## src/rtl/micro_waves_ctrl_gen.sv

```systemverilog
// micro_waves_ctrl_gen: microwave controller - keypad BCD time entry, countdown, door interlock, pause/resume, power duty cycling.
// Latency: button/key events act on the edge that samples them; the countdown decrements once every CLK_DIV cycles in COOK.
// Backpressure: none; inputs are sampled every cycle and all outputs are always valid.
//
// Optional feature: define QUICK_START_EN for quick start (start at 0:00 loads 0:30) and +30 s on start while cooking.
// Ports: clk, resetn (async, active-low); startn/stopn/clearn active-low buttons; door_closed (1 = closed);
//        keypad one-hot digit keys; power_key; sec_ones/sec_tens/minutes BCD time; power level;
//        mag_on magnetron enable; done cook-finished flag; state (IDLE=0, COOK=1, PAUSE=2, DONE=3).
module micro_waves_ctrl_gen #(
    parameter int CLK_DIV    = 50_000_000,
    parameter int MIN_DIGITS = 1,
    parameter int PWR_WINDOW = 10
) (
    input  logic                            clk,
    input  logic                            resetn,
    input  logic                            startn,
    input  logic                            stopn,
    input  logic                            clearn,
    input  logic                            door_closed,
    input  logic [9:0]                      keypad,
    input  logic                            power_key,
    output logic [3:0]                      sec_ones,
    output logic [3:0]                      sec_tens,
    output logic [4*MIN_DIGITS-1:0]         minutes,
    output logic [$clog2(PWR_WINDOW+1)-1:0] power,
    output logic                            mag_on,
    output logic                            done,
    output logic [1:0]                      state
);
    localparam int PW = $clog2(PWR_WINDOW + 1);
    localparam int DW = $clog2(CLK_DIV);
    localparam int MW = 4 * MIN_DIGITS;

    typedef enum logic [1:0] {IDLE = 2'd0, COOK = 2'd1, PAUSE = 2'd2, DONE = 2'd3} state_t;

    state_t        st;
    logic [DW-1:0] div_cnt;
    logic [PW-1:0] win_cnt;
    logic          start_q, stop_q, clear_q, pkey_q;
    logic [9:0]    kp_q;

    // Edge detection against the previous sample.
    logic start_ev, stop_ev, clear_ev, pkey_ev, key_ev;
    assign start_ev = start_q & ~startn;
    assign stop_ev  = stop_q & ~stopn;
    assign clear_ev = clear_q & ~clearn;
    assign pkey_ev  = ~pkey_q & power_key;
    // Multi-key words never fire, and since kp_q then holds a non-zero word the keypad must return to 0 first.
    assign key_ev   = (kp_q == 10'd0) && $onehot(keypad);

    logic [3:0] key_val;
    always_comb begin
        key_val = 4'd0;
        for (int i = 0; i < 10; i++) begin
            if (keypad[i]) key_val = 4'(i);
        end
    end

    // Entry shift: minutes move up one digit, sec_tens enters minute digit 0.
    logic [MW-1:0] min_shift;
    always_comb begin
        min_shift = '0;
        min_shift[3:0] = sec_tens;
        for (int i = 1; i < MIN_DIGITS; i++) begin
            min_shift[4*i +: 4] = minutes[4*(i-1) +: 4];
        end
    end

    // One-second decrement with BCD borrow through seconds then minutes.
    logic [3:0]    dec_ones, dec_tens;
    logic [MW-1:0] dec_min;
    logic          dec_borrow;
    always_comb begin
        dec_ones   = sec_ones;
        dec_tens   = sec_tens;
        dec_min    = minutes;
        dec_borrow = 1'b0;
        if (sec_ones != 4'd0) begin
            dec_ones = sec_ones - 4'd1;
        end else if (sec_tens != 4'd0) begin
            dec_tens = sec_tens - 4'd1;
            dec_ones = 4'd9;
        end else begin
            dec_tens   = 4'd5;
            dec_ones   = 4'd9;
            dec_borrow = 1'b1;
            for (int i = 0; i < MIN_DIGITS; i++) begin
                if (dec_borrow) begin
                    if (minutes[4*i +: 4] == 4'd0) begin
                        dec_min[4*i +: 4] = 4'd9;
                    end else begin
                        dec_min[4*i +: 4] = minutes[4*i +: 4] - 4'd1;
                        dec_borrow        = 1'b0;
                    end
                end
            end
        end
    end

    logic dec_zero, time_zero, tick;
    assign dec_zero  = (dec_min == '0) && (dec_tens == 4'd0) && (dec_ones == 4'd0);
    assign time_zero = (minutes == '0) && (sec_tens == 4'd0) && (sec_ones == 4'd0);
    assign tick      = (div_cnt == DW'(CLK_DIV - 1));

`ifdef QUICK_START_EN
    // +30 s: tens digit +3 with carry at 6 into the minutes; add_carry left set after the loop means overflow.
    logic [4:0]    add_tens_sum;
    logic [3:0]    add_tens;
    logic [MW-1:0] add_min;
    logic          add_carry;
    always_comb begin
        add_tens_sum = {1'b0, sec_tens} + 5'd3;
        add_tens     = add_tens_sum[3:0];
        add_carry    = 1'b0;
        if (add_tens_sum >= 5'd6) begin
            add_tens  = 4'(add_tens_sum - 5'd6);
            add_carry = 1'b1;
        end
        add_min = minutes;
        for (int i = 0; i < MIN_DIGITS; i++) begin
            if (add_carry) begin
                if (minutes[4*i +: 4] >= 4'd9) begin
                    add_min[4*i +: 4] = 4'd0;
                end else begin
                    add_min[4*i +: 4] = minutes[4*i +: 4] + 4'd1;
                    add_carry         = 1'b0;
                end
            end
        end
    end
`endif

    always_ff @(posedge clk or negedge resetn) begin
        if (!resetn) begin
            st       <= IDLE;
            sec_ones <= '0;
            sec_tens <= '0;
            minutes  <= '0;
            power    <= PW'(PWR_WINDOW);
            done     <= 1'b0;
            div_cnt  <= '0;
            win_cnt  <= '0;
            start_q  <= 1'b1;
            stop_q   <= 1'b1;
            clear_q  <= 1'b1;
            pkey_q   <= 1'b0;
            kp_q     <= '0;
        end else begin
            start_q <= startn;
            stop_q  <= stopn;
            clear_q <= clearn;
            pkey_q  <= power_key;
            kp_q    <= keypad;
            if (clear_ev) begin
                st       <= IDLE;
                sec_ones <= '0;
                sec_tens <= '0;
                minutes  <= '0;
                done     <= 1'b0;
            end else begin
                case (st)
                    IDLE: begin
                        if (start_ev && !stop_ev) begin
                            if (door_closed && !time_zero) begin
                                st      <= COOK;
                                div_cnt <= '0;
                                win_cnt <= '0;
                            end
`ifdef QUICK_START_EN
                            else if (door_closed) begin
                                sec_tens <= 4'd3;
                                sec_ones <= 4'd0;
                                st       <= COOK;
                                div_cnt  <= '0;
                                win_cnt  <= '0;
                            end
`endif
                        end else if (!stop_ev) begin
                            if (key_ev) begin
                                minutes  <= min_shift;
                                sec_tens <= sec_ones;
                                sec_ones <= key_val;
                            end
                            if (pkey_ev) begin
                                power <= (power <= PW'(1)) ? PW'(PWR_WINDOW) : power - PW'(1);
                            end
                        end
                    end
                    COOK: begin
                        // stop / door open outrank the tick: no decrement on that edge.
                        if (stop_ev || !door_closed) begin
                            st <= PAUSE;
                        end
`ifdef QUICK_START_EN
                        else if (start_ev) begin
                            if (add_carry) begin
                                minutes  <= {MIN_DIGITS{4'd9}};
                                sec_tens <= 4'd9;
                                sec_ones <= 4'd9;
                            end else begin
                                minutes  <= add_min;
                                sec_tens <= add_tens;
                            end
                        end
`endif
                        else if (tick) begin
                            div_cnt  <= '0;
                            win_cnt  <= (win_cnt == PW'(PWR_WINDOW - 1)) ? '0 : win_cnt + PW'(1);
                            sec_ones <= dec_ones;
                            sec_tens <= dec_tens;
                            minutes  <= dec_min;
                            if (dec_zero) begin
                                st   <= DONE;
                                done <= 1'b1;
                            end
                        end else begin
                            div_cnt <= div_cnt + DW'(1);
                        end
                    end
                    PAUSE: begin
                        // Divider and window counter hold; resume continues from the frozen count.
                        if (stop_ev) begin
                            st       <= IDLE;
                            sec_ones <= '0;
                            sec_tens <= '0;
                            minutes  <= '0;
                        end else if (start_ev && door_closed) begin
                            st <= COOK;
                        end
                    end
                    DONE: begin
                        if (stop_ev || !door_closed || start_ev || key_ev || pkey_ev) begin
                            st   <= IDLE;
                            done <= 1'b0;
                        end
                    end
                    default: st <= IDLE;
                endcase
            end
        end
    end

    // Door term is combinational so the magnetron drops in the cycle the door opens.
    assign mag_on = (st == COOK) && door_closed && (win_cnt < power);
    assign state  = st;

endmodule

```

## config.mk

```make
export PLATFORM = sky130hd
export DESIGN_NAME = micro_waves_ctrl_gen
export DESIGN_NICKNAME = d
export VERILOG_FILES = /design/src/rtl/micro_waves_ctrl_gen.sv
export SDC_FILE = /design/constraint.sdc
export NUM_CORES = 1
export LEC_CHECK = 0
export ABC_AREA = 1
export CORE_UTILIZATION = 59
export DETAILED_ROUTE_END_ITERATION = 8
export GPL_ROUTABILITY_DRIVEN = 0
export PLACE_DENSITY_LB_ADDON = 0.2
export REMOVE_ABC_BUFFERS = 1
export SLEW_MARGIN = 20
export SYNTH_ARGS = -nofsm -noshare
export SYNTH_HDL_FRONTEND = slang
export SYNTH_SLANG_ARGS = --single-unit
```

## constraint.sdc

```tcl
create_clock -name clk -period 2.1 [get_ports clk]
set_clock_uncertainty 0.05 [all_clocks]
set_input_delay 0.42 -clock clk [delete_from_list [all_inputs] [get_ports clk]]
set_output_delay 0.42 -clock clk [all_outputs]
set_load 0.005 [all_outputs]
```

==> impl_results.md, run 1 <==
* F_max at 280 MHz
* Area delta synth->final at 25.1%
* Total clock sinks at 63
* Top cells by area, synth: dfrtp_1, nand2_1, inv_1
* EDFF count, synth at 0
* Vias in the first global route at 4,230
* I/O pin count at 37
* Final period util at 1.70
* Worst setup margin at -1.47 ns
* Fill count at 523
* Num CTS Buffers at 9
* # rows at 31
* Combinational Power Share at 0.572
* Starting density of the core at 0.612
* RSZ-0062 raised after global routing: yes
* Max incr delay on CP at 0.53 ns
* Final max-slew violation count at 0
* Post-synthesis compound-gate area fraction at 0.109
* Most numerous cell in the Yosys netlist: nand2_1
* Synth Area in Simple Gates at 0.343
* Die Area at 7920 sq um
* Top post-synthesis cells by count: nand2_1, inv_1, nor2_1
* Vias post-DR at 4,415
* Setup Fix Bufs, Post-CTS at 0
* Clock Latency Late Sink at 0.34 ns
* PortBufs at 36
* Root buffer cell: clkbuf_8
* Failing checks: setup timing
* Die width at 89.0 um
* Rel. slew slack at 0.631
* Internal power at 3880 uW
* Switching pwr at 3220 uW
* Leakage Power at 0.00262 uW
* Post-Synthesis Cells at 607
* Wirelength, routed at 11,300 um
* Synth Area in Adders at 0.0746
* Pwr Density at 1270 nW/um^2
* Synth Area in XOR/XNOR at 0.0255
* Buf+Inv Stages, Crit Path at 5
* Post-layout util at 0.766
* Initial antenna violation count at 0
* Post-Syn Area at 4460 sq um
* First-pass GRT wire length at 18,700 um
* Hold Vio Cnt, Final at 0
* Design Area, Final at 5590 sq um
* Ys async rst share at 1.00
* N_diodes at 0
* Worst Tran Pin Value at 0.548 ns
* Main synth FF type: dfrtp_1
* DRC at 0
* Critical path class: input pin to register
* CTS max path bufs at 2
* CP delay by family, top: adder cells
* Clock transition at path regs at 0.07 ns
* CP Capture Type: register
* Type of the worst min-delay path: input pin to async pin
* Layout cells sized above 1 at 0.212
* Synth Register Bits at 63
* Slowest cell on crit path: fa_1
* Die Height at 89.0 um
* First DRT Iteration DRCs at 290
* Htree depth at 3
* Maximum capacitance violations at 0
* Synth cell types at 45
* Total global routing overflow at 0
* DP HPWL at 8540 um
* Min Tclk post-route at 3.57 ns
* Worst EP required at 2.31 ns
* Cell type with the largest total area after synthesis: dfrtp_1
* Seq pwr share at 0.281
* CTS tree: done
* All-Layer GR Usage at 0.308
* Peak supply drop at 0.900 mV
* Via density at 5.50
* Combinational family with the most area after synthesis: simple AND/OR/NAND/NOR gates
* Sequential share of the synthesized area at 0.355
* Wire per inst at 14.1 um
* Cell mode on critical path: fa_1
* Outcome: finished, violations left
* Router iterations before antenna repair at 5
* Startpoint Class: input pin
* Yosys warnings at 0
* Final setup fails at 16
* Mux share of post-synthesis cell area at 0
* Clk network pwr share at 0.147
* Critical Path Fanout Max at 6
* CP cell instances: buf_6 > fa_1 > fa_1 > inv_2 > fa_1 > inv_1 > ha_2 > inv_2 > fa_1 > nand3b_1 > nor2_1 > nand3_1 > o21ai_2 > nand2_2 > nor2_8 > buf_6 > nand2_2 > o21ai_1
* Largest net degree at the start of global routing at 36
* Switching Share at 0.454
* Nets at 739
* Antenna-violating nets left at 0
* DP Area at 5300 sq um
* Core ar. at 7290 sq um
* WP data arrival at 3.78 ns
* Post-synth top area share at 0.325
* Syn Area/Cell at 7.35 sq um
==> state kept, by name, indices dropped and copies added, names as in the netlist <==
signal / flops
clear_q: 1
div_cnt: 26
done: 1
kp_q: 10
minutes: 4
pkey_q: 1
power: 4
sec_ones: 4
sec_tens: 4
start_q: 1
state: 2
stop_q: 1
win_cnt: 4
==> kinds of logic after synthesis <==
kind of cell / count (synthesis)
buffers and inverters: 95
flip-flops: 63
AND/OR/NAND/NOR: 330
AO/OA/AOI/OAI: 83
adder cells (fa/ha/maj): 23
XOR/XNOR: 13
==> through the flow <==
stage | hold WS (ns) | cells | total power [uW] | setup WS, ns | setup TNS [ns]
floorplan | 0.0744 | 597 | 4210 | -1.68 | -27.16
global placement | 0.407 | 787 | 5640 | -2.15 | -32.07
detailed placement | 0.422 | 787 | 5800 | -2.27 | -33.96
CTS | 0.0590 | 803 | 6970 | -1.53 | -22.49
global route | 0.0843 | 803 | 7640 | -1.66 | -24.69
finish | 0.0411 | 803 | 7110 | -1.47 | -21.78
==> path summary, 6_finish.rpt <==
check	startpoint	endpoint	slack, ns	depth (start not counted)
max	keypad[3]	minutes[1]$_DFFE_PN0P_	-1.47	18
min	resetn	win_cnt[2]$_DFFE_PN0P_	0.04	2
max in group asynchronous	resetn	stop_q$_DFF_PN1_	1.57	2
min in group clk	keypad[0]	kp_q[0]$_DFF_PN0_	0.14	1
max reg2reg	state[1]$_DFFE_PN0P_	sec_tens[2]$_DFFE_PN0P_	-0.07	9
min reg2reg	div_cnt[0]$_DFFE_PN0P_	div_cnt[0]$_DFFE_PN0P_	0.47	1
==> routing by layer <==
layer	part of all wire	track usage
met1	0.42	0.373
met2	0.50	0.551
met3	0.056	0.0609
met4	0.019	0.0981
met5	0	0
==> layout by cell type, fill, tap and decap left out, types with 15 or more instances in the layout <==
| master | n |
|---|---|
| nand2_1 | 136 |
| clkdlybuf4s50_1 | 28 |
| dfrtp_1 | 58 |
| a21oi_1 | 20 |
| nor2_1 | 72 |
| nand3_1 | 45 |
| buf_4 | 49 |
| o21ai_0 | 21 |
| inv_1 | 75 |
| nor3_1 | 21 |
| o21ai_1 | 15 |
==> area by class of cell <==
cell class,instances,area (sq um),area share
Inverter,85,322,0.0576
Clock inverter,4,45.0,0.00806
Clock buffer,12,145,0.0260
Multi-Input combinational cell,449,2570,0.460
Tap cell,99,124,0.0222
Sequential cell,63,1580,0.283
Timing Repair Buffer,91,801,0.143
==> power groups by stage <==
stage / Combinational, uW / Clock (uW) / Sequential, uW
5_1_grt: 4480 / 1120 / 2040
2_1_floorplan: 2270 / 0 / 1950
4_1_cts: 3940 / 1060 / 1980
3_3_place_gp: 3660 / 0 / 1980
3_5_place_dp: 3810 / 0 / 1990
6_report: 4060 / 1040 / 2000
==> what timing repair did <==
| action | CTS | global route |
|---|---|---|
| endpoints found under the setup margin | 16 | 17 |
| resized for setup | 47 | 17 |
| pin swaps | 15 | 17 |
| gates cloned | 0 | 0 |
| hold buffers | 0 | 0 |
No activity file was read; power rests on OpenSTA's default activity.
==> run 2, diff against run 1 <==
Settings changed: CORE_UTILIZATION 59 to 60.
Clock period 2.1 ns to 4.16 ns, I/O delays scaled along.
==> run 2 against run 1 <==
  * The run now ends clean
  * Sequential power shrank 49%
  * Final cell count shrank 4.4%
  * First-iteration DRC count shrank 2.8%
  * Non-clock buffer count shrank 35
  * Count of clock-buffer cells in the layout shrank 2
  * Critical path depth grew 1
  * Sequential share of layout area grew 1.3 points
  * Critical endpoint is now minutes[3]$_DFFE_PN0P_
==> impl_results.md, run 2 (synthesized netlist as in run 1, its figures left out) <==
* Outcome: completed
* Reg2reg path depth at 8 (-1)
* Nets at 704 (-4.7%)
* Worst EP required at 4.40 ns (+2.09 ns)
* Critical R2R Capture: win_cnt[3]$_DFFE_PN0P_
* Worst setup margin at 0.000114 ns (+1.47 ns)
* Buf+Inv Stages, Crit Path at 6 (+1)
* Starting density of the core at 0.619 (+0.00658)
* CP Depth at 19 (+1)
* Cell mode on critical path: fa_1
* Final max-slew violation count at 0 (unchanged)
* Num CTS Buffers at 9 (unchanged)
* Wire per inst at 15.1 um (+7.0%)
* Die Area at 7790 sq um (-1.6%)
* F_max at 240 MHz
* Total global routing overflow at 0 (unchanged)
* Max incr delay on CP at 0.54 ns (about the same)
* Most common cell after layout, fill and taps aside: nand2_1
* Slowest cell on crit path: fa_1
* Reg2reg start: state[1]$_DFFE_PN0P_
* FF-to-FF setup slack at 1.65 ns (+1.72 ns)
* Router iterations before antenna repair at 4 (-1)
* DP HPWL at 8120 um (-4.9%)
* Met3 routed WL at 685 um (+7.5%)
* DRC at 0 (unchanged)
* Dpl ws at -0.662 ns (+1.61 ns)
* Die Height at 88.3 um (-0.81%)
* N_diodes at 0 (unchanged)
* Leakage Power at 0.00248 uW (-5.4%)
* CP Capture Type: register
* Hold WS at 0.318 ns (+0.277 ns)
* Core ar. at 7210 sq um (-1.1%)
* Type of the worst min-delay path: input pin to async pin
* Wirelength, routed at 11,600 um (+2.3%)
* Worst Tran Pin Value at 0.676 ns (+0.128 ns)
* Via density at 5.61 (+2.0%)
* Min Tclk post-route at 4.16 ns
* CP delay by family, top: adder cells
* Critical path class: input pin to register
* Total clock sinks at 63 (unchanged)
* Area delta synth->final at 19.6%
* CTS tree: done
* Maximum capacitance violations at 0 (unchanged)
* I/O pin count at 37 (unchanged)
* PortBufs at 36 (unchanged)
* Vias in the first global route at 4,199 (-0.73%)
* Top flop regs: div_cnt x26, kp_q x10
* Layout cells sized above 1 at 0.160 (-0.0517)
* Initial antenna violation count at 0 (unchanged)
* Largest net degree at the start of global routing at 43 (+19%)
* Hold Vio Cnt, Final at 0 (unchanged)
* Largest register by flop count: div_cnt
* Clock transition at path regs at 0.07 ns (about the same)
* Rel. slew slack at 0.549 (-0.0817)
* Peak supply drop at 0.426 mV (-53%)
* Vias post-DR at 4,308 (-2.4%)
* M1 WL at 4790 um (+0.15%)
* CP cell instances: buf_6 > fa_1 > fa_1 > inv_2 > fa_1 > inv_1 > ha_2 > inv_2 > fa_1 > nand3b_1 > nor2_1 > nand3_1 > o21ai_2 > nand2_2 > nor2_8 > buf_12 > buf_4 > nand3_2 > nand2_1
* Met2 wire length at 5880 um (+3.0%)
* Die width at 88.3 um (-0.81%)
* Final setup fails at 0 (-16)
* Critical Path Fanout Max at 6 (unchanged)
* First-pass GRT wire length at 19,000 um (+1.9%)
* Root buffer cell: clkbuf_8
* CTS max path bufs at 2 (unchanged)
* Final period util at 1.00
* Max Used Layer: met4
* Number of flip-flops in the largest register at 26 (unchanged)
* Most frequent cells in the layout: nand2_1, inv_1, nor2_1
* RSZ-0062 raised after global routing: yes
* Pwr Density at 675 nW/um^2 (-47%)
* First DRT Iteration DRCs at 282 (-2.8%)
* Clock Latency Late Sink at 0.35 ns (about the same)
* Antenna-violating nets left at 0 (unchanged)
* Htree depth at 3 (unchanged)
* All-Layer GR Usage at 0.320 (+0.0122)
* Startpoint Class: input pin
* WP data arrival at 4.40 ns (+0.62 ns)
* # rows at 31 (unchanged)
run 2: area by class of cell:
type                       count  area, sq um
clock inverter                 6         83.8
fill                         554         1870
tap                           99          124
clock buffer                  10          138
sequential                    63         1580
inverter                      85          322
multi-input combinational    449         2510
timing repair buffer          56          578
run 2: report_power, final:
| group | switching (uW) | internal (uW) | leakage (uW) |
|---|---|---|---|
| Sequential | 231 | 801 | 0.000812 |
| Clock | 252 | 351 | 0.000116 |
| Combinational | 1150 | 815 | 0.00155 |
| Total | 1640 | 1970 | 0.00248 |
run 2: stage by stage:
step                      area (sq um)  setup TNS (ns)   util  instances  power, uW
after detailed placement          4950           -8.93  0.687        743       2730
after global routing              5340           -1.23  0.740        768       3880
final                             5340               0  0.740        768       3610
after floorplan                   4370         -0.0543      -        597       2130
after CTS                         5250        -0.00244  0.728        762       3470
after global placement            4950           -6.38  0.687        743       2660
run 2: worst max-delay path by stage:
| stage | endpoint | slack [ns] | start |
|---|---|---|---|
| finish | minutes[3]$_DFFE_PN0P_ | 0.0001 | keypad[1] |
| global route | minutes[3]$_DFFE_PN0P_ | -0.14 | keypad[1] |
| CTS | minutes[1]$_DFFE_PN0P_ | -0.002 | keypad[3] |
| detailed placement | minutes[1]$_DFFE_PN0P_ | -0.66 | keypad[0] |
| global placement | minutes[0]$_DFFE_PN0P_ | -0.48 | keypad[0] |
| floorplan | sec_ones[0]$_DFFE_PN0P_ | -0.03 | keypad[0] |
run 2: per-layer routing:
layer | GRT usage | vias to the layer above
li1 | - | 2075
met1 | 0.389 | 2048
met2 | 0.547 | 157
met3 | 0.0737 | 28
met4 | 0.135 | 0
met5 | 0 | -
run 2: repair_timing:
| item | 4_1_cts | 5_1_grt |
|---|---|---|
| resized for setup | 22 | 27 |
| endpoints found under the setup margin | 15 | 14 |
| pin swaps | 8 | 12 |
| cloned | 1 | 0 |
| setup buffers | 3 | 6 |
| hold buffers | 0 | 0 |
| endpoints found under the hold margin | 0 | 0 |
==> run 3, diff against run 2 <==
Settings changed: HOLD_SLACK_MARGIN from default to 0.12, PLACE_DENSITY from default to 0.82, PLACE_DENSITY_LB_ADDON 0.2 to default.
==> run 3 against run 2 <==
  * Via count up 0.56%
  * Clock power up 5.1%
  * Utilization down 0.61 points
  * Non-clock buffer count down 1
  * Global-route usage down 0.42 points
  * Critical path type unchanged
  * Largest power group unchanged
  * Highest routed layer unchanged
==> impl_results.md, run 3 (synthesized netlist as in run 1, its figures left out) <==
* Die Area at 7790 sq um (unchanged)
* M1 WL at 4710 um (-1.5%)
* N_diodes at 0 (unchanged)
* Wirelength, routed at 11,400 um (-2.0%)
* Vias in the first global route at 4,096 (-2.5%)
* Met3 routed WL at 599 um (-13%)
* Clock transition at path regs at 0.08 ns (about the same)
* Hold-fix buffers at CTS at 0 (unchanged)
* Max Used Layer: met4
* DP Area at 4950 sq um (-0.10%)
* Antenna-violating nets left at 0 (unchanged)
* Largest net degree at the start of global routing at 43 (unchanged)
* I/O pin count at 37 (unchanged)
* Design Area, Final at 5300 sq um (-0.82%)
* DRC at 0 (unchanged)
* Peak supply drop at 0.470 mV (+11%)
* Starting density of the core at 0.619 (unchanged)
* Critical Path Fanout Max at 7 (+1)
* Total global routing overflow at 0 (unchanged)
* Clock Latency Late Sink at 0.36 ns (about the same)
* Clk network pwr share at 0.180 (+0.013)
* Switching Share at 0.449 (-0.00497)
* Most frequent cells in the layout: nand2_1, inv_1, nor2_1
* Min Tclk post-route at 4.05 ns (-0.105 ns)
* CP Capture Type: register
* Met2 wire length at 5640 um (-4.1%)
* F_max at 247 MHz (+2.6%)
* WP data arrival at 4.29 ns (-0.11 ns)
* Area delta synth->final at 18.7%
* All-Layer GR Usage at 0.316 (-0.00418)
* Most common cell after layout, fill and taps aside: nand2_1
* Worst EP required at 4.39 ns (about the same)
* Root buffer cell: clkbuf_8
* Reg2reg path depth at 9 (+1)
* Largest register by flop count: div_cnt
* CTS tree: done
* Final period util at 0.975 (-0.0253)
* Seq pwr share at 0.293 (+0.007)
* Die Height at 88.3 um (unchanged)
* Overall power at 3530 uW (-2.2%)
* Reg2reg start: state[1]$_DFFE_PN0P_
* Critical R2R Capture: win_cnt[2]$_DFFE_PN0P_
* Critical path class: input pin to register
* Top flop regs: div_cnt x26, kp_q x10
* Combinational Power Share at 0.527 (-0.019)
* Layout cells sized above 1 at 0.151 (-0.00874)
* Worst Tran Pin Value at 0.622 ns (-0.0536 ns)
* Fill count at 584 (+5.4%)
* Rel. slew slack at 0.585 (+0.0358)
* Die width at 88.3 um (unchanged)
* Number of flip-flops in the largest register at 26 (unchanged)
* Router iterations before antenna repair at 6 (+2)
* Final setup fails at 0 (unchanged)
* Switching pwr at 1580 uW (-3.2%)
* Type of the worst min-delay path: input pin to async pin
* Maximum capacitance violations at 0 (unchanged)
* Num CTS Buffers at 9 (unchanged)
* Startpoint Class: input pin
* First DRT Iteration DRCs at 250 (-11%)
* Wire per inst at 14.8 um (-1.9%)
* Pwr Density at 666 nW/um^2 (-1.4%)
* Launch point of the critical path: keypad[3]
* Hold WS at 0.403 ns (+0.0851 ns)
* Initial antenna violation count at 0 (unchanged)
* Nets at 703 (-0.14%)
* CTS max path bufs at 2 (unchanged)
* # rows at 31 (unchanged)
* FF-to-FF setup slack at 1.39 ns (-0.26 ns)
* Htree depth at 3 (unchanged)
* Hold Vio Cnt, Final at 0 (unchanged)
* DP HPWL at 8090 um (-0.41%)
* PortBufs at 36 (unchanged)
* Internal power at 1940 uW (-1.3%)
* Via density at 5.65 (+0.69%)
* Final max-slew violation count at 0 (unchanged)
* Vias post-DR at 4,332 (+0.56%)
* Leakage Power at 0.00243 uW (-2.0%)
* First-pass GRT wire length at 18,600 um (-2.5%)
* Core ar. at 7210 sq um (unchanged)
* Total clock sinks at 63 (unchanged)
* Outcome: completed
[run 3: cell types whose count changed in the layout (fill, tap and decap cells not counted), sizes merged]
cell    change
clkinv      -3
clkbuf      +2
[run 3: how the worst max path moves through the flow]
stage,endpoint,cells after the start
final,minutes[1]$_DFFE_PN0P_,19
after global routing,minutes[0]$_DFFE_PN0P_,19
after CTS,minutes[1]$_DFFE_PN0P_,19
after detailed placement,sec_ones[3]$_DFFE_PN0P_,18
after global placement,sec_ones[3]$_DFFE_PN0P_,18
after floorplan,sec_ones[0]$_DFFE_PN0P_,17
[run 3: layout make-up]
| cell class | instances | area (sq um) | area share |
|---|---|---|---|
| Tap cell | 99 | 124 | 0.0234 |
| Sequential cell | 63 | 1580 | 0.299 |
| Timing Repair Buffer | 55 | 553 | 0.104 |
| Multi-Input combinational cell | 449 | 2480 | 0.469 |
| Clock buffer | 13 | 169 | 0.0319 |
| Inverter | 85 | 322 | 0.0607 |
| Clock inverter | 3 | 65.1 | 0.0123 |
[run 3: what timing repair did]
item | 4_1_cts | 5_1_grt
buffers inserted | 4 | 2
cloned | 1 | 0
resized for setup | 27 | 13
setup endpoints to repair | 15 | 15
pin swaps | 9 | 10
[run 3: layer usage]
layer | vias up | track usage
met3 | 45 | 0.0476
met4 | 0 | 0.167
met1 | 2049 | 0.389
met2 | 164 | 0.536
met5 | - | 0
li1 | 2074 | -
[run 3: worst max-delay path, stage by stage]
cell and delay, ns:
buf_6 0.10, fa_1 0.51, fa_1 0.54, inv_2 0.04
fa_1 0.43, inv_1 0.07, ha_2 0.18, inv_2 0.04
fa_1 0.49, nand3b_1 0.09, nor2_1 0.11, nand3_1 0.10
o21ai_1 0.17, nand2_2 0.10, nor2_8 0.13, buf_6 0.13
buf_12 0.12, nand2_2 0.04, o21ai_1 0.07
[run 3: power by group through the flow]
stage               Clock, uW  Sequential (uW)  Combinational (uW)
detailed placement          0             1030                1680
floorplan                   0              983                1140
finish                    634             1030                1860
global placement            0             1020                1600
CTS                       635             1030                1820
global route              666             1060                2050
[run 3: through the flow]
stage / util / TNS (ns) / std cells / worst slack, ns
3_3_place_gp: 0.686 / -6.50 / 744 / -0.465
4_1_cts: 0.728 / 0 / 765 / 0.000517
2_1_floorplan: - / -0.0543 / 597 / -0.0280
3_5_place_dp: 0.686 / -9.03 / 744 / -0.637
5_1_grt: 0.734 / -0.0346 / 767 / -0.0145
6_report: 0.734 / 0 / 767 / 0.105
